### src/rtl/uart_pkg.sv
// uart_pkg: shared TX/RX state types and the active-low hex 7-segment decoder
package uart_pkg;
  typedef enum logic [1:0] {TX_IDLE, TX_START, TX_DATA, TX_STOP} tx_state_e;
  typedef enum logic [1:0] {RX_IDLE, RX_START, RX_DATA, RX_STOP} rx_state_e;
  function automatic logic [6:0] seg7_decode(input logic [3:0] v);
    case (v)
      4'h0: return 7'b1000000;
      4'h1: return 7'b1111001;
      4'h2: return 7'b0100100;
      4'h3: return 7'b0110000;
      4'h4: return 7'b0011001;
      4'h5: return 7'b0010010;
      4'h6: return 7'b0000010;
      4'h7: return 7'b1111000;
      4'h8: return 7'b0000000;
      4'h9: return 7'b0010000;
      4'hA: return 7'b0001000;
      4'hB: return 7'b0000011;
      4'hC: return 7'b1000110;
      4'hD: return 7'b0100001;
      4'hE: return 7'b0000110;
      default: return 7'b0001110;
    endcase
  endfunction
endpackage

### src/rtl/uart_rx.sv
// uart_rx: mid-bit sampling deserializer; pulses valid_o only for frames with a good stop bit
module uart_rx
  import uart_pkg::*;
#(
  parameter int CLOCKS_PER_PULSE = 10417,
  parameter int BITS_PER_WORD    = 8
) (
  input  logic       clk,
  input  logic       rst,
  input  logic       rx_i,
  output logic       valid_o,
  output logic [3:0] data_o
);
  localparam int CW = $clog2(CLOCKS_PER_PULSE + 1);
  localparam int IW = $clog2(BITS_PER_WORD);
  localparam logic [CW-1:0] LAST = CW'(CLOCKS_PER_PULSE - 1);
  localparam logic [CW-1:0] HALF = CW'(CLOCKS_PER_PULSE / 2);
  localparam logic [CW-1:0] HOLD = CW'(CLOCKS_PER_PULSE);
  localparam logic [IW-1:0] TOP  = IW'(BITS_PER_WORD - 1);
  rx_state_e                state_q;
  logic [CW-1:0]            cnt_q;
  logic [IW-1:0]            idx_q;
  logic [BITS_PER_WORD-1:0] sh_q;
  logic                     prev_q;
  logic                     valid_q;
  always_ff @(posedge clk or posedge rst)
    if (rst) begin
      state_q <= RX_IDLE;
      cnt_q   <= '0;
      idx_q   <= '0;
      sh_q    <= '0;
      prev_q  <= 1'b1;
      valid_q <= 1'b0;
    end else begin
      prev_q  <= rx_i;
      valid_q <= 1'b0;
      case (state_q)
        RX_IDLE: begin
          cnt_q <= '0;
          if (prev_q && !rx_i) state_q <= RX_START;
        end
        RX_START: if (cnt_q == HALF) begin
          cnt_q   <= '0;
          idx_q   <= '0;
          state_q <= rx_i ? RX_IDLE : RX_DATA;
        end else cnt_q <= cnt_q + 1'b1;
        RX_DATA: if (cnt_q == LAST) begin
          cnt_q <= '0;
          sh_q  <= {rx_i, sh_q[BITS_PER_WORD-1:1]};
          idx_q <= idx_q + 1'b1;
          if (idx_q == TOP) state_q <= RX_STOP;
        end else cnt_q <= cnt_q + 1'b1;
        // HOLD parks the counter after a bad stop bit until the line returns high
        RX_STOP: if (cnt_q == LAST) begin
          valid_q <= rx_i;
          cnt_q   <= rx_i ? '0 : HOLD;
          if (rx_i) state_q <= RX_IDLE;
        end else if (cnt_q == HOLD) begin
          if (rx_i) begin
            state_q <= RX_IDLE;
            cnt_q   <= '0;
          end
        end else cnt_q <= cnt_q + 1'b1;
        default: state_q <= RX_IDLE;
      endcase
    end
  assign valid_o = valid_q;
  assign data_o  = sh_q[3:0];
endmodule

### src/rtl/uart_tx.sv
// uart_tx: start/data(LSB first)/stop serializer with a registered, glitch-free line output
module uart_tx
  import uart_pkg::*;
#(
  parameter int CLOCKS_PER_PULSE = 10417,
  parameter int BITS_PER_WORD    = 8
) (
  input  logic                     clk,
  input  logic                     rst,
  input  logic                     start_i,
  input  logic [BITS_PER_WORD-1:0] data_i,
  output logic                     tx_o
);
  localparam int CW = $clog2(CLOCKS_PER_PULSE);
  localparam int IW = $clog2(BITS_PER_WORD);
  localparam logic [CW-1:0] LAST = CW'(CLOCKS_PER_PULSE - 1);
  localparam logic [IW-1:0] TOP  = IW'(BITS_PER_WORD - 1);
  tx_state_e              state_q;
  logic [CW-1:0]          cnt_q;
  logic [IW-1:0]          idx_q;
  logic [BITS_PER_WORD-1:0] sh_q;
  logic                   tx_q;
  always_ff @(posedge clk or posedge rst)
    if (rst) begin
      state_q <= TX_IDLE;
      cnt_q   <= '0;
      idx_q   <= '0;
      sh_q    <= '0;
      tx_q    <= 1'b1;
    end else begin
      cnt_q <= (state_q == TX_IDLE || cnt_q == LAST) ? '0 : cnt_q + 1'b1;
      case (state_q)
        TX_IDLE: if (start_i) begin
          state_q <= TX_START;
          sh_q    <= data_i;
          tx_q    <= 1'b0;
        end
        TX_START: if (cnt_q == LAST) begin
          state_q <= TX_DATA;
          idx_q   <= '0;
          tx_q    <= sh_q[0];
          sh_q    <= sh_q >> 1;
        end
        TX_DATA: if (cnt_q == LAST) begin
          if (idx_q == TOP) begin
            state_q <= TX_STOP;
            tx_q    <= 1'b1;
          end else begin
            idx_q <= idx_q + 1'b1;
            tx_q  <= sh_q[0];
            sh_q  <= sh_q >> 1;
          end
        end
        TX_STOP: if (cnt_q == LAST) state_q <= TX_IDLE;
        default: state_q <= TX_IDLE;
      endcase
    end
  assign tx_o = tx_q;
endmodule

### src/rtl/uart_transceiver.sv
// uart_transceiver: button-triggered nibble sender plus UART receiver driving a hex 7-segment digit
module uart_transceiver
  import uart_pkg::*;
#(
  parameter int CLOCKS_PER_PULSE = 10417,
  parameter int BITS_PER_WORD    = 8
) (
  input  logic       clk,
  input  logic       rstn,
  input  logic [3:0] sw,
  input  logic       btn,
  input  logic       rx,
  output logic       tx,
  output logic [6:0] seg
);
  logic       b1_q, b2_q, b3_q, go_q, r1_q, r2_q, rx_valid;
  logic [3:0] disp_q, rx_data;
  always_ff @(posedge clk or posedge rstn)
    if (rstn) begin
      {b1_q, b2_q, b3_q, go_q} <= '0;
      {r1_q, r2_q}             <= 2'b11;
      disp_q                   <= '0;
    end else begin
      b1_q <= btn;
      b2_q <= b1_q;
      b3_q <= b2_q;
      go_q <= b2_q && !b3_q;
      r1_q <= rx;
      r2_q <= r1_q;
      if (rx_valid) disp_q <= rx_data;
    end
  uart_tx #(.CLOCKS_PER_PULSE(CLOCKS_PER_PULSE), .BITS_PER_WORD(BITS_PER_WORD)) u_tx (
    .clk    (clk),
    .rst    (rstn),
    .start_i(go_q),
    .data_i (BITS_PER_WORD'(sw)),
    .tx_o   (tx)
  );
  uart_rx #(.CLOCKS_PER_PULSE(CLOCKS_PER_PULSE), .BITS_PER_WORD(BITS_PER_WORD)) u_rx (
    .clk    (clk),
    .rst    (rstn),
    .rx_i   (r2_q),
    .valid_o(rx_valid),
    .data_o (rx_data)
  );
  assign seg = seg7_decode(disp_q);
endmodule

### config.mk
export PLATFORM = sky130hd
export DESIGN_NAME = uart_transceiver
export DESIGN_NICKNAME = d
export VERILOG_FILES = /design/src/rtl/uart_pkg.sv /design/src/rtl/uart_rx.sv /design/src/rtl/uart_tx.sv /design/src/rtl/uart_transceiver.sv
export SDC_FILE = /design/constraint.sdc
export NUM_CORES = 1
export LEC_CHECK = 0
export ABC_AREA = 0
export CAP_MARGIN = 40
export CORE_ASPECT_RATIO = 1.1
export CORE_MARGIN = 2
export CORE_UTILIZATION = 50
export DETAILED_ROUTE_END_ITERATION = 12
export PLACE_DENSITY = 0.68
export RECOVER_POWER = 100
export SETUP_SLACK_MARGIN = 0.02
export SYNTH_ARGS = -nofsm -noshare
export SYNTH_HDL_FRONTEND = slang
export SYNTH_SLANG_ARGS = --single-unit
### constraint.sdc
create_clock -name clk -period 2.9 [get_ports clk]
set_input_delay 0.58 -clock clk [delete_from_list [all_inputs] [get_ports clk]]
set_output_delay 0.58 -clock clk [all_outputs]
set_load 0.005 [all_outputs]
* Yosys cells after proc, flatten, opt, wreduce, memory -nomap -nowiden
Memory sizes are Yosys's and may differ from the RTL's.
Cells that the tools add are included.
** Operators by class
- Eq/ne operators :: 24
- Reductions and logical operators :: 17
- $add $sub $neg :: 4
- Muxes and demuxes :: 42
** Operators by type and width (count)
- $mux W14 :: 7
- $pmux W14 S4 :: 1
- $eq A14 B14 Y1 const B :: 3
- $mux W8 :: 4
- $add A14 B1 Y14 const B :: 2
- $mux W2 :: 13
- $pmux W8 S3 :: 1
- $ne A2 B1 Y1 const B :: 8
- $pmux W2 S4 :: 2
- $mux W3 :: 5
- $reduce_and A5 Y1 :: 3
- $eq A14 B13 Y1 const B :: 1
- $pmux W3 S2 :: 2
- $eq A2 B2 Y1 const B :: 4
- $reduce_and A4 Y1 :: 2
- $add A3 B1 Y3 const B :: 2
- $eq A3 B3 Y1 const B :: 2
- $mux W1 :: 6
- $eq A2 B1 Y1 const B :: 2
- $logic_not A2 Y1 :: 2
- $ne A2 B2 Y1 const B :: 2
- $ne A4 B3 Y1 const B :: 1
- $reduce_bool A2 Y1 :: 2
- $ne A3 B1 Y1 const B :: 1
- 7 further kinds :: 9
** Storage, ports and cells
- Input port bits :: 8
- Memories kept :: 1
- Register bits after elaboration :: 67
- Logic and storage cells :: 106
- Output and inout bits :: 8
- Memory bits (read-only) :: 112
** Memory list
- (no name shown) :: words 16, bits a word 7, read ports 1, clocked after Yosys merged registers in 0, write ports 0, RTL line uart_pkg.sv:6 : case (v)

* Depth between registers and ports, before layout
Gate-level depths: netlist (run 1).
- Word-level depth :: 4
- Gate-level depth with buffers :: 8
- Depth with buffers taken out :: 7

* Hierarchy
A second synthesis (run 1) with hierarchy kept.
** Unflattened totals
- Cell total of the unflattened synthesis :: 346
- Area total of the unflattened synthesis :: 3658.5 µm²
** Modules (own cells, without submodules)
- uart_rx :: sequential area each 726.9 µm², times used 1, area each 1537.7 µm², cells an instance 147
- uart_tx :: sequential area each 701.9 µm², times used 1, area each 1525.2 µm², cells an instance 144
- uart_transceiver :: sequential area each 252.7 µm², times used 1, area each 595.6 µm², cells an instance 55

* Least setup slack after synthesis (run 1)
Ideal clock, no wire load.
- Path kind :: register -> register
- Start :: reg u_tx.cnt_q[10]
- End :: reg u_tx.sh_q[0]
- Path slack :: 0.376 ns
- Setup time :: 0.125 ns
- Path buffers :: 1
- Clock period less this slack :: 2.524 ns
- Data arrival time :: 2.399 ns
- Required time :: 2.775 ns
- Stages on the path, launching flop included :: 7
- Cells stage by stage :: dfrtp_1 > or4_1 > or4_1 > buf_2 > or2_1 > a221o_1 > mux2_4
** On the way
- Longest elaborated chain between the ends :: 3
- Elaborated cells on any way between the ends :: 4
- Those cells by class :: 3 x eq/ne; 1 x reduce/logical
** RTL lines
- start: declaration :: RTL line uart_tx.sv:19 : logic [CW-1:0] cnt_q;
- start signal: assignment :: RTL line uart_tx.sv:31 : cnt_q <= (state_q == TX_IDLE || cnt_q == LAST) ? '0 : cnt_q + 1'b1;
- $eq A14 B14 Y1 (*) :: RTL line uart_tx.sv:38, uart_tx.sv:44
- $ne A2 B1 Y1 (no source line)
- $reduce_and A5 Y1 (no source line) (*)
- end signal: assignment :: RTL line uart_tx.sv:35 : sh_q <= data_i;
- end signal: assignment :: RTL line uart_tx.sv:42 : sh_q <= sh_q >> 1;
- end signal: assignment :: RTL line uart_tx.sv:51 : sh_q <= sh_q >> 1;
- end: declaration :: RTL line uart_tx.sv:21 : logic [BITS_PER_WORD-1:0] sh_q;
Mark *: on every way between the ends. The rest lies on a longest branch, timed or not.
A chain may end at the register's enable or synchronous reset.

* Final worst setup path (run 1)
- Start :: reg disp_q[0]
- End :: out seg[3]
** On the way
- Longest elaborated chain between the ends :: 1
** RTL lines
- start: declaration :: RTL line uart_transceiver.sv:17 : logic [3:0] disp_q, rx_data;
- start signal: assignment :: RTL line uart_transceiver.sv:30 : if (rx_valid) disp_q <= rx_data;
- $mem_v2 Z16 W7
- end: declaration :: RTL line uart_transceiver.sv:14 : output logic [6:0] seg
No other way between the ends.

==> results.md, run 1 <==
- Clock skew on the completed layout was measured at 0.0139 ns.
- The worst setup path is of the reg -> out kind.
- The first global-routing pass estimated 10400 um of wire.
- The multi-input combinational cell area is ~0.0017 mm^2.
- The initial antenna violation count is 0.
- The minimum clock period is between 2 and 3 ns.
- Final hold analysis gives a worst-case slack of 0.360 ns.
- The synthesized instance count is 332.
- The count of pins on the block boundary is 16.
- The sum of net half-perimeters after detailed placement is 4280 um.
- The repair_antennas step left the layout with diodes totalling 0.
- The placement row count is 31.
- For the worst-skew pair, the clock arrives at the later sink with an insertion delay of approximately 0.34 ns.
- The pin slew with the least headroom to its limit is 0.974 ns.
- Across the VDD grid, the largest voltage drop is 0.000323 V.
- The signal on the critical path passes through inv_2 > ha_1 > inv_1 > mux4_2 > dlygate4sd3_1.
- The peak clock frequency supported by timing is 0.355 GHz.
- The final global-route overflow total is 0.
- The setup violation total in the final timing report is 0.
- The kind of cell with the highest combined delay along the critical path is buffers and inverters.
- The worst pin sits at a relative slew slack of 35.1%.
- The TritonCTS sink count is 63.
- The last weighted congestion value of the routability-driven placer is 0.818.
- The placeable core region is 0.00663 mm^2.
- Across the whole layout, storage elements account for 0.00158 mm^2.
- The aggregate global-route resource usage is 16.8%.
- STA puts the critical path data required time at 2.32 ns.
- Total power for the finished layout comes to 2690 uW.
- On the worst path, the slowest cell contributes a delay of 0.58 ns.
- The initial utilization of the core area, before any placement, comes to 51.8%.
- After synthesis the cells add up to 0.00344 mm^2.
- The type of destination of the critical path is an output port.
- In this run the worst path has a maximum fanout of 6.
- The antenna violation net count after detailed routing is 0.
- Dividing total power by cell area gives a power density of 701 mW/mm^2.
- After detailed routing, the number of vias per cell comes to 5.44.
- The count of endpoints failing hold in the final timing report was 0.
- The run finished with clean final reports.
- Compared with the post-synthesis result, the final layout area differs by 11.6%.
- The remaining routing DRC violations is 0.
- The number of buffers inserted by port buffering is 15.
- The overall routed net length is roughly 6000 um.
- The largest individual stage delay along the critical path comes from the cell sky130_fd_sc_hd__dlygate4sd3_1.
- The share of the clock period used by the worst path after layout is a little over nine tenths.
- The floorplan step set the die height to between 90 and 100 um.
- Cells with a size suffix above 1 make up between 10% and 20% of the layout.
- The via count is 2390.
- The part of the Yosys area used for sequential elements is 46.0%.
- The detailed-route wire length per cell is 13.5 um.
- The part of the power in combinational logic is 33.3%.
- The number of different library cells used by synthesis comes to 51.
- The clock tree from TritonCTS is yes.
- After synthesis, the share of flip-flops with an asynchronous set or reset is 100%.
- The clock network power share is 25.9%.
- The type of the tightest min-delay check is reg -> reg.
- The die boundary width is 83.1 um.
- The number of buffers added to fix hold violations after cts is 0.
- The synthesized flop and latch total is between 60 and 70.
- Net switching is 35.9% of the power.
- For this design the total switching power over the nets is 966 uW.
- The die covers 0.00756 mm^2.
- The cell internal power dissipation is about 1700 uW.
- For this run, the leading register cell type out of synthesis is sky130_fd_sc_hd__dfrtp_1.
- The total nets after synthesis is approximately 360.
- Yosys mapped a number of flops with a built-in enable equal to 0.
- The buffer levels on the longest clock path is 2.
- Max-cap violations in this run came to 0.
- The total buffers and inverters traversed by the critical path is 3.
- In this run, the number of DRC markers left after iteration 0 of detailed routing was 144.
- The number of buffers inserted during clock tree synthesis is 9.
- The final number of max-transition violations is 0.
- Before antenna repair, the detailed router went through 4 iterations.
- At the worst endpoint, the arrival time is 2.24 ns.
- The share of total power dissipated in sequential elements is 40.8%.
- CTS placed an instance of sky130_fd_sc_hd__clkbuf_8 at the clock tree root.
- The leakage power total is 0.00176 uW.
- The sort of element at the start of the critical path is a flop.
- Clock-pin slew was measured on the worst setup and hold paths at 0.08 ns.
- The Yosys step of the flow raised 0 warnings.
- After filler insertion, the fill cell instance count of the layout stands at 571.
- The H-tree was split into 3 levels.
- At the end of the flow, the number of nets in the layout was around 380.
- The via count of the first global-routing pass is 2314.
- After synthesis, the mean cell area works out to 10.4 um^2.
- The pin count of the biggest net entering global routing is 42.
[sequential cells by signal, indices dropped and copies added, names as in the netlist, named ones only]
register and cells:
b3_q 1, u_rx.state_q 1, b2_q 1, u_tx.state_q 2, b1_q 1, go_q 1, u_tx.tx_o 1, u_tx.idx_q 3
u_tx.cnt_q 14, u_rx.valid_o 1, r1_q 1, u_rx.cnt_q 14, r2_q 1, u_rx.prev_q 1, u_tx.sh_q 4, u_rx.idx_q 3
disp_q 4, u_rx.sh_q 8
[placed cells by master, fill, tap and decap left out, types with 5 or more instances in the layout]
master                            synthesis  final
sky130_fd_sc_hd__a22o_1                   7      7
sky130_fd_sc_hd__nand4_1                  8      8
sky130_fd_sc_hd__nand3_1                 12     12
sky130_fd_sc_hd__mux2_2                  15     15
sky130_fd_sc_hd__dlygate4sd3_1            0     10
sky130_fd_sc_hd__xor2_1                  12     12
sky130_fd_sc_hd__nor2b_1                  7      7
sky130_fd_sc_hd__nand2_1                 18     18
sky130_fd_sc_hd__mux2i_1                  5      5
sky130_fd_sc_hd__ha_1                    24     24
sky130_fd_sc_hd__xnor2_1                 11     11
sky130_fd_sc_hd__and3_1                   5      5
sky130_fd_sc_hd__nor2_1                  43     43
sky130_fd_sc_hd__o21ai_0                 17     17
sky130_fd_sc_hd__inv_1                   21     19
sky130_fd_sc_hd__clkdlybuf4s50_1          0      5
sky130_fd_sc_hd__clkbuf_8                 0     10
sky130_fd_sc_hd__dfrtp_1                 59     58
[synthesized netlist by cell type (3+ instances only)]
cell type	instances	area (um^2)
sky130_fd_sc_hd__a21oi_1	3	15.0
sky130_fd_sc_hd__a22o_1	7	61.3
sky130_fd_sc_hd__and2_1	4	25.0
sky130_fd_sc_hd__and3_1	5	31.3
sky130_fd_sc_hd__clkbuf_1	8	30.0
sky130_fd_sc_hd__dfrtp_1	59	1480
sky130_fd_sc_hd__dfstp_2	4	105
sky130_fd_sc_hd__ha_1	24	300
sky130_fd_sc_hd__inv_1	21	78.8
sky130_fd_sc_hd__mux2_2	15	169
sky130_fd_sc_hd__mux2_4	4	60.1
sky130_fd_sc_hd__mux2i_1	5	50.1
sky130_fd_sc_hd__nand2_1	18	67.6
sky130_fd_sc_hd__nand2b_1	4	25.0
sky130_fd_sc_hd__nand3_1	12	60.1
sky130_fd_sc_hd__nand4_1	8	50.1
sky130_fd_sc_hd__nor2_1	43	161
sky130_fd_sc_hd__nor2b_1	7	43.8
sky130_fd_sc_hd__nor4b_1	3	26.3
sky130_fd_sc_hd__o21a_1	4	30.0
sky130_fd_sc_hd__o21ai_0	17	85.1
sky130_fd_sc_hd__o41ai_1	3	26.3
sky130_fd_sc_hd__or4_1	3	22.5
sky130_fd_sc_hd__xnor2_1	11	96.3
sky130_fd_sc_hd__xor2_1	12	105
[area by class of cell]
type                       count  share of cell area (%)
multi-input combinational    238                    44.9
tap                           82                    2.67
sequential                    63                    41.3
inverter                      21                    2.05
clock inverter                 6                    1.14
clock buffer                  10                    3.59
timing repair buffer          19                    4.34
[kinds of logic (layout without fill, tap and decap cells)]
group / Yosys count / count (layout) / share of synthesized area, %
compound gates: 44 / 44 / 8.88
xor+xnor: 23 / 23 / 5.86
fa+ha+maj: 24 / 24 / 8.73
buf+inv: 31 / 56 / 3.42
flops: 63 / 63 / 46.0
mux: 25 / 25 / 8.77
simple gates: 122 / 122 / 18.3
[per-layer routing]
| layer | vias up | share of wire, % | GRT usage, % |
|---|---|---|---|
| li1 | 1202 | - | - |
| met4 | 0 | 1.4 | 7.38 |
| met2 | 31 | 45 | 25.7 |
| met5 | - | 0 | 0 |
| met3 | 8 | 2.8 | 3.45 |
| met1 | 1149 | 51 | 23.2 |
[stage by stage]
stage               instance area [um^2]  util [%]  worst slack (ns)  setup TNS (ns)  cells
detailed placement                  3690      55.7             0.389               0    423
finish                              3840      57.8            0.0837               0    439
global placement                    3690      55.7             0.411               0    423
global route                        3840      57.8         -0.000797       -0.000797    439
CTS                                 3880      58.4            0.0475               0    439
floorplan                           3440         -             0.376               0    332
[repair_timing]
| item | in CTS | in global routing |
|---|---|---|
| buffers inserted | 0 | 0 |
| resized for setup | 0 | 3 |
| endpoints found under the setup margin | 0 | 1 |
[final timing paths]
| path | startpoint | to | slack, ns | cells after the start |
|---|---|---|---|---|
| min in group asynchronous | rstn | u_rx.cnt_q[1] | 0.85 | 2 |
| worst min-delay path | b1_q | b2_q | 0.36 | 0 |
| worst max-delay path | disp_q[0] | seg[3] | 0.08 | 5 |
| worst min register to register | b1_q | b2_q | 0.36 | 0 |
| max in group asynchronous | rstn | disp_q[1] | 0.54 | 3 |
| worst max register to register | u_rx.cnt_q[3] | u_rx.cnt_q[2] | 0.34 | 6 |
[power groups by stage]
stage / logic, uW / clock network (uW) / registers [uW]
CTS: 978 / 716 / 1100
global placement: 952 / 0 / 1110
floorplan: 782 / 0 / 1080
detailed placement: 975 / 0 / 1120
finish: 896 / 695 / 1100
global route: 1020 / 751 / 1120
Note: power is estimated with default switching activity, not from simulation.
==> run 2: changes to the inputs <==
SETUP_SLACK_MARGIN = 0.5   (was 0.02)
==> run 2 against run 1 <==
  * The run now ends with max-capacitance violations, max-slew violations left
  * Clock-buffer cell count fell by 1
  * Clock skew fell by 0.0047 ns
  * Non-clock buffer count rose by 14
==> results.md, run 2 (same netlist as run 1, synthesis figures left out) <==
- Top library cells by usage in the layout, fill and taps aside: sky130_fd_sc_hd__dfrtp_1, sky130_fd_sc_hd__nor2_1, sky130_fd_sc_hd__ha_1 (unchanged).
- The worst setup path endpoint is seg[3] (unchanged).
- The die boundary width is 83.1 um (unchanged).
- The final number of max-transition violations is 64 (was 0).
- The count of endpoints failing hold in the final timing report is 0 (unchanged).
- The type of destination of the critical path is an output port (unchanged).
- The type of the tightest min-delay check is reg -> reg (unchanged).
- The number of buffers inserted by port buffering is 15 (unchanged).
- The sum of net half-perimeters after detailed placement is 4280 um (about the same).
- The final sum of negative setup slack is 0 ns (unchanged).
- The number of nets in the final layout is 398 (was 384).
- The maximum fanout encountered on the critical timing path came to 4 (was 6).
- The worst-case headroom to the max-slew limit is -2.71% (was 35.1%).
- The critical register-to-register path endpoint is u_tx.sh_q[3] (was u_rx.cnt_q[2]).
- The largest clock skew in the final design came to 0.00916 ns (was 0.0139 ns).
- The die extent in y is 91.0 um (unchanged).
- The count of pins on the block boundary is 16 (unchanged).
- The initial antenna violation count came to 0 (unchanged).
- The fraction of final layout cells with drive strength greater than 1 was 17.5% (was 11.2%).
- The pin count of the biggest net entering global routing is 64 (was 42).
- The aggregate global-route resource usage is 17.9% (was 16.8%).
- The peak ir drop on the vdd network is 0.000396 V (was 0.000323 V).
- The starting density of the core is 51.8% (unchanged).
- The count of cells along the worst register-to-register path is 5 (was 6).
- Largest registers: u_rx.cnt_q x14, u_tx.cnt_q x14, u_rx.sh_q x8 (unchanged).
- The category of the critical setup timing path is reg -> out (unchanged).
- The last weighted congestion value of the routability-driven placer is 0.809 (was 0.818).
- The clock latency at the later pin of the worst-skew pair is 0.34 ns (about the same).
- The placement row count is 31 (unchanged).
- The via count of the first global-routing pass is 2361 (was 2314).
- The clock tree from TritonCTS is yes (unchanged).
- The via count was 2455 (was 2390).
- The number of max-cap violations was 1 (was 0).
- The remaining routing DRC violations came to 0 (unchanged).
- The share of the clock period used by the worst path after layout was 86.9% (was 97.1%).
- The global-route wire length before repair came to 10900 um (was 10400 um).
- The first-iteration detailed-routing DRC count was 111 (was 144).
- The worst path setup slack after routing was 0.379 ns (was 0.0837 ns).
- The checks that failed: max-capacitance violations, max-slew violations.
- The critical path data arrival time is 1.94 ns (was 2.24 ns).
- The number of buffers inserted during clock tree synthesis was 9 (unchanged).
- The worst flop-to-flop path startpoint is u_tx.cnt_q[10] (was u_rx.cnt_q[3]).
- The die area is 0.00756 mm^2 (unchanged).
- The clock slew seen by the registers of the worst setup and hold paths is 0.08 ns (about the same).
- The overall routed net length is 6600 um (was 5920 um).
- The total power divided by cell area is 696 mW/mm^2 (was 701 mW/mm^2).
- The sort of element at the start of the critical path is a flop (unchanged).
- The clock root buffer was sky130_fd_sc_hd__clkbuf_8 (unchanged).
- The final standard cell utilization of the core was 60.5% (was 57.8%).
- The most common cell after layout, fill and taps aside is sky130_fd_sc_hd__dfrtp_1 (unchanged).
- The leakage power total is 0.00187 uW (was 0.00176 uW).
- The detailed-route wire length per cell came to 14.6 um (was 13.5 um).
- The setup violation total in the final timing report is 0 (unchanged).
- The count of placed standard cells in the final layout, fillers left out came to 453 (was 439).
- The beginning of the critical path is disp_q[0] (unchanged).
- The final global-route overflow total is 0 (unchanged).
- The peak clock frequency supported by timing came to 0.397 GHz (was 0.355 GHz).
- The layout-stage area growth over the synthesis result is 16.7% (was 11.6%).
- The minimum clock period is 2.52 ns (was 2.82 ns).
- The multi-input combinational cell area came to 0.00179 mm^2 (was 0.00172 mm^2).
- The count of fill cells added during filler insertion is 555 (was 571).
- The number of H-tree levels came to 3 (unchanged).
- The data required time of the critical path came to 2.32 ns (about the same).
- The minimum setup slack among reg-to-reg paths is 0.41 ns (was 0.34 ns).
- The number of inserted diodes was 0 (unchanged).
- Outcome: complete, but fails checks (was finished clean).
- The pre-CTS setup slack is 0.413 ns (was 0.389 ns).
- The number of cells in the design after placement came to 423 (unchanged).
- The TritonCTS sink count was 63 (unchanged).
- Setup repair after global routing could not meet its margin everywhere.
- The buffer levels on the longest clock path is 2 (unchanged).
- The number of iterations in the first detailed-routing pass is 4 (unchanged).
- The antenna violation net count after detailed routing is 0 (unchanged).
- The area used by sequential logic in the layout was 0.00158 mm^2 (unchanged).
- The detailed-route vias per instance came to 5.42 (was 5.44).
- The placeable core region is 0.00663 mm^2 (unchanged).
- The pin slew with the least headroom to its limit is 1.54 ns (was 0.974 ns).
==> run 2: repair_timing <==
item                                    in CTS  in global routing
resized for setup                           12                 26
pin swaps                                    1                  2
setup buffers                                5                  9
endpoints found under the setup margin      11                 15
hold buffers                                 0                  0
==> run 2: how the worst min path moves through the flow <==
| stage | to | depth (start not counted) | slack (ns) | startpoint |
|---|---|---|---|---|
| floorplan | b2_q | 0 | 0.33 | b1_q |
| global placement | b2_q | 0 | 0.33 | b1_q |
| detailed placement | b2_q | 0 | 0.34 | b1_q |
| CTS | b2_q | 0 | 0.35 | b1_q |
| global route | b2_q | 0 | 0.36 | b1_q |
| finish | b2_q | 0 | 0.35 | b1_q |
==> run 2: critical path, cell delays in order, from the launching register on <==
cell                         delay, ns
sky130_fd_sc_hd__dfrtp_2          0.39
sky130_fd_sc_hd__clkinvlp_2       0.19
sky130_fd_sc_hd__clkbuf_1         0.20
sky130_fd_sc_hd__ha_1             0.24
sky130_fd_sc_hd__mux4_2           0.45
sky130_fd_sc_hd__buf_2            0.14
==> run 2: layout make-up <==
class,count,area share [%]
Multi-Input combinational cell,238,44.5
Sequential cell,63,39.5
Timing Repair Buffer,33,6.39
Clock buffer,9,3.09
Tap cell,82,2.56
Inverter,21,2.18
Clock inverter,7,1.81
==> run 2: stage by stage <==
stage | total power (uW) | cell area, um^2 | hold WS [ns]
6_report | 2790 | 4010 | 0.352
3_3_place_gp | 2070 | 3690 | 0.332
3_5_place_dp | 2090 | 3690 | 0.336
2_1_floorplan | 1870 | 3440 | 0.331
5_1_grt | 2990 | 4010 | 0.359
4_1_cts | 2860 | 3930 | 0.354
==> run 2: power by group <==
group          leakage, uW  internal [uW]  switching, uW  total, uW
Sequential        0.000835            993            104       1100
Combinational     0.000935            414            517        931
Clock            0.0000956            398            365        763
==> run 2: per-layer routing <==
metal  share of wire [%]  track usage, %  vias to the layer above
li1                    -               -                     1221
met1                  49            25.2                     1199
met2                  47            26.2                       27
met3                 2.7            4.73                        8
met4                 1.6            7.24                        0
met5                   0               0                        -
==> RTL edit, RTL diff (config.mk and constraints of run 2) <==
`BITS_PER_WORD` is set to 8 in 3 places; all go to 16.
--- a/src/rtl/uart_rx.sv
+++ b/src/rtl/uart_rx.sv
@@ -5,3 +5,3 @@
   parameter int CLOCKS_PER_PULSE = 10417,
-  parameter int BITS_PER_WORD    = 8
+  parameter int BITS_PER_WORD    = 16
 ) (
--- a/src/rtl/uart_tx.sv
+++ b/src/rtl/uart_tx.sv
@@ -5,3 +5,3 @@
   parameter int CLOCKS_PER_PULSE = 10417,
-  parameter int BITS_PER_WORD    = 8
+  parameter int BITS_PER_WORD    = 16
 ) (
--- a/src/rtl/uart_transceiver.sv
+++ b/src/rtl/uart_transceiver.sv
@@ -5,3 +5,3 @@
   parameter int CLOCKS_PER_PULSE = 10417,
-  parameter int BITS_PER_WORD    = 8
+  parameter int BITS_PER_WORD    = 16
 ) (
Formal check against the unedited RTL: no difference found for any inputs over 10 cycles, from zero or initial values and one cycle with rstn high; that may be too few to reach the edited logic, so the function may still have changed.
==> RTL edit against run 2 <==
  * Setup slack improved by 0.10 ns
  * Final area increased by 11%
  * Hold slack lost 0.0013 ns
  * Critical path type unchanged
  * Count of clock-buffer cells in the layout grew 3
  * Routed wire length is 4.2% higher
  * Power is 18% higher
  * Sequential cell count increased by 10
  * Area after synthesis up 12%
  * Non-clock buffer count fell by 7
  * Core utilization fell by 1.0 points
==> RTL edit: results (changes against run 2) <==
| Metric | Value |
|---|---|
| Ys Warns | 0 (unchanged) |
| Routed wire length | 6880 um (+4.2%) |
| Lkg Pwr | 2.04 nW (+9.5%) |
| Sequential element share of the synthesized area | 47.4% (+1.4 points) |
| Vias in the first global route | 2,644 (+12%) |
| Period minus WS final | 2.42 ns (-0.103 ns) |
| Total Routing Usage GR | 18.2% (+0.33 points) |
| Reg2reg end | u_rx.cnt_q[7]$_DFFE_PP0P_ |
| DR iter-0 viols | 166 (+50%) |
| Worst Hold End | b2_q$_DFF_PP0_ |
| Main flop type after synthesis | dfrtp_1 |
| Pre-antenna DRT Iters | 5 (+1) |
| Largest registers | u_rx.sh_q x16, u_rx.cnt_q x14, u_tx.cnt_q x14 |
| Post-synth top cells | dfrtp_1 (69), nor2_1 (31), nand2_1 (26), mux2_2 (25), ha_1 (22) |
| Worst Setup SP | disp_q[1]$_DFFE_PP0P_ |
| Mean number of vias per cell | 5.45 (+0.53%) |
| Async SR Flop Fraction | 100% (unchanged) |
| Area contributors post-synth | dfrtp_1 (45%), mux2_2 (7.3%), ha_1 (7.1%) |
| Routability cong. | 0.815 (+0.70%) |
| Net Count, Synth | 397 (+9.1%) |
| Slew margin rel. | 12.4% (+15 points) |
| Nets | 424 (+6.5%) |
| Peak VDD IR | 306 uV (-23%) |
| Routed Antenna Nets | 0 (unchanged) |
| R2R Path Start | u_rx.cnt_q[1]$_DFFE_PP0P_ |
| Hold crit path type | reg -> reg |
| Critical path arrival | 1.84 ns (-0.10 ns) |
| Syn_area_per_cell | 10.5 um^2 (+1.8%) |
| Largest net degree at the start of global routing | 46 (-28%) |
| Hold_ws | 0.351 ns (-0.00127 ns) |
| Fill count | 613 (+10%) |
| Worst Min Path Start | b1_q$_DFF_PP0_ |
| # diodes | 0 (unchanged) |
| Root buf cell | clkbuf_8 |
| Clock skew | 0.00805 ns (-0.00110 ns) |
| Inserted Clock Buffers | 9 (unchanged) |
| Post-DP HPWL | 4770 um (+12%) |
| First-pass GRT wire length | 12,000 um (+10%) |
| Count of cell types in the netlist | 54 (+5.9%) |
| Cell Count Post-Placement | 480 (+13%) |
| WL per Instance | 13.6 um (-6.3%) |
| Initial antenna violation count | 0 (unchanged) |
| Run status | finished clean |
| Reg2reg setup slack | 0.49 ns (+0.08 ns) |
| Clock Latency Late Sink | 0.35 ns |
| Hold Path Depth | 0 (unchanged) |
| Worst R2R Path Depth | 7 (+2) |
| DP Worst Slack | 0.415 ns (+0.00168 ns) |
| Max FO, Critical Path | 4 (unchanged) |
| Layout cells sized above 1 | 16.5% (-0.98 points) |
RTL edit: cell count changes after synthesis, sizes merged, moves of 4 or more:
cell	before	now
o31ai	0	5
nand2	18	27
nor3	1	12
nand3	12	16
and3	5	9
nor2	43	31
mux2	19	25
dfrtp	59	69
RTL edit: cells by family (layout without fill, tap and decap cells):
kind of cell | count (synthesis) | count (layout) | share of synthesized area [%]
simple gates | 133 | 133 | 18.0
flops | 73 | 73 | 47.4
compound gates | 54 | 54 | 9.90
mux | 31 | 31 | 9.16
buf+inv | 31 | 63 | 3.30
xor+xnor | 23 | 23 | 5.21
fa+ha+maj | 22 | 22 | 7.12
RTL edit: how the worst max path moves through the flow:
stage | depth (start not counted) | endpoint
after floorplan | 6 | u_tx.sh_q[0]$_DFFE_PP0P_
after global placement | 6 | seg[0]
after detailed placement | 6 | seg[0]
after CTS | 4 | seg[0]
after global routing | 7 | u_rx.cnt_q[7]$_DFFE_PP0P_
final | 6 | seg[0]
RTL edit: stage by stage:
step | total power [mW] | area [um^2]
after floorplan | 2.06 | 3870
after global placement | 2.29 | 4140
after detailed placement | 2.31 | 4140
after CTS | 3.33 | 4470
after global routing | 3.49 | 4440
final | 3.28 | 4440
RTL edit: cell type report:
cell class / instances / area share (%)
Timing Repair Buffer: 26 / 5.10
Clock buffer: 12 / 3.49
Inverter: 21 / 1.80
Sequential cell: 73 / 41.3
Multi-Input combinational cell: 263 / 43.2
Clock inverter: 4 / 2.22
Tap cell: 105 / 2.96
RTL edit: worst max-delay path: stages (launching register included):
cell	delay (ns)
dfrtp_1	0.39
inv_1	0.13
ha_1	0.24
nor2b_2	0.06
or3b_2	0.46
o21ai_0	0.08
clkbuf_2	0.13
RTL edit: where the power goes:
part	leakage [nW]	internal (mW)	switching (mW)
Clock	0.127	0.621	0.379
Sequential	0.976	1.14	0.103
Combinational	0.941	0.452	0.592
RTL edit: per-layer routing:
layer	GRT usage, %	vias up	share of wire [%]
met5	0	-	0
met4	9.62	0	2.1
met3	3.43	13	2.7
met2	28.5	33	48
met1	24.0	1357	47
li1	-	1343	-
RTL edit: what timing repair did:
action                     in CTS  in global routing
setup buffers                   7                  1
resized for setup              14                  8
setup endpoints to repair      11                 21
pin swaps                       1                  1
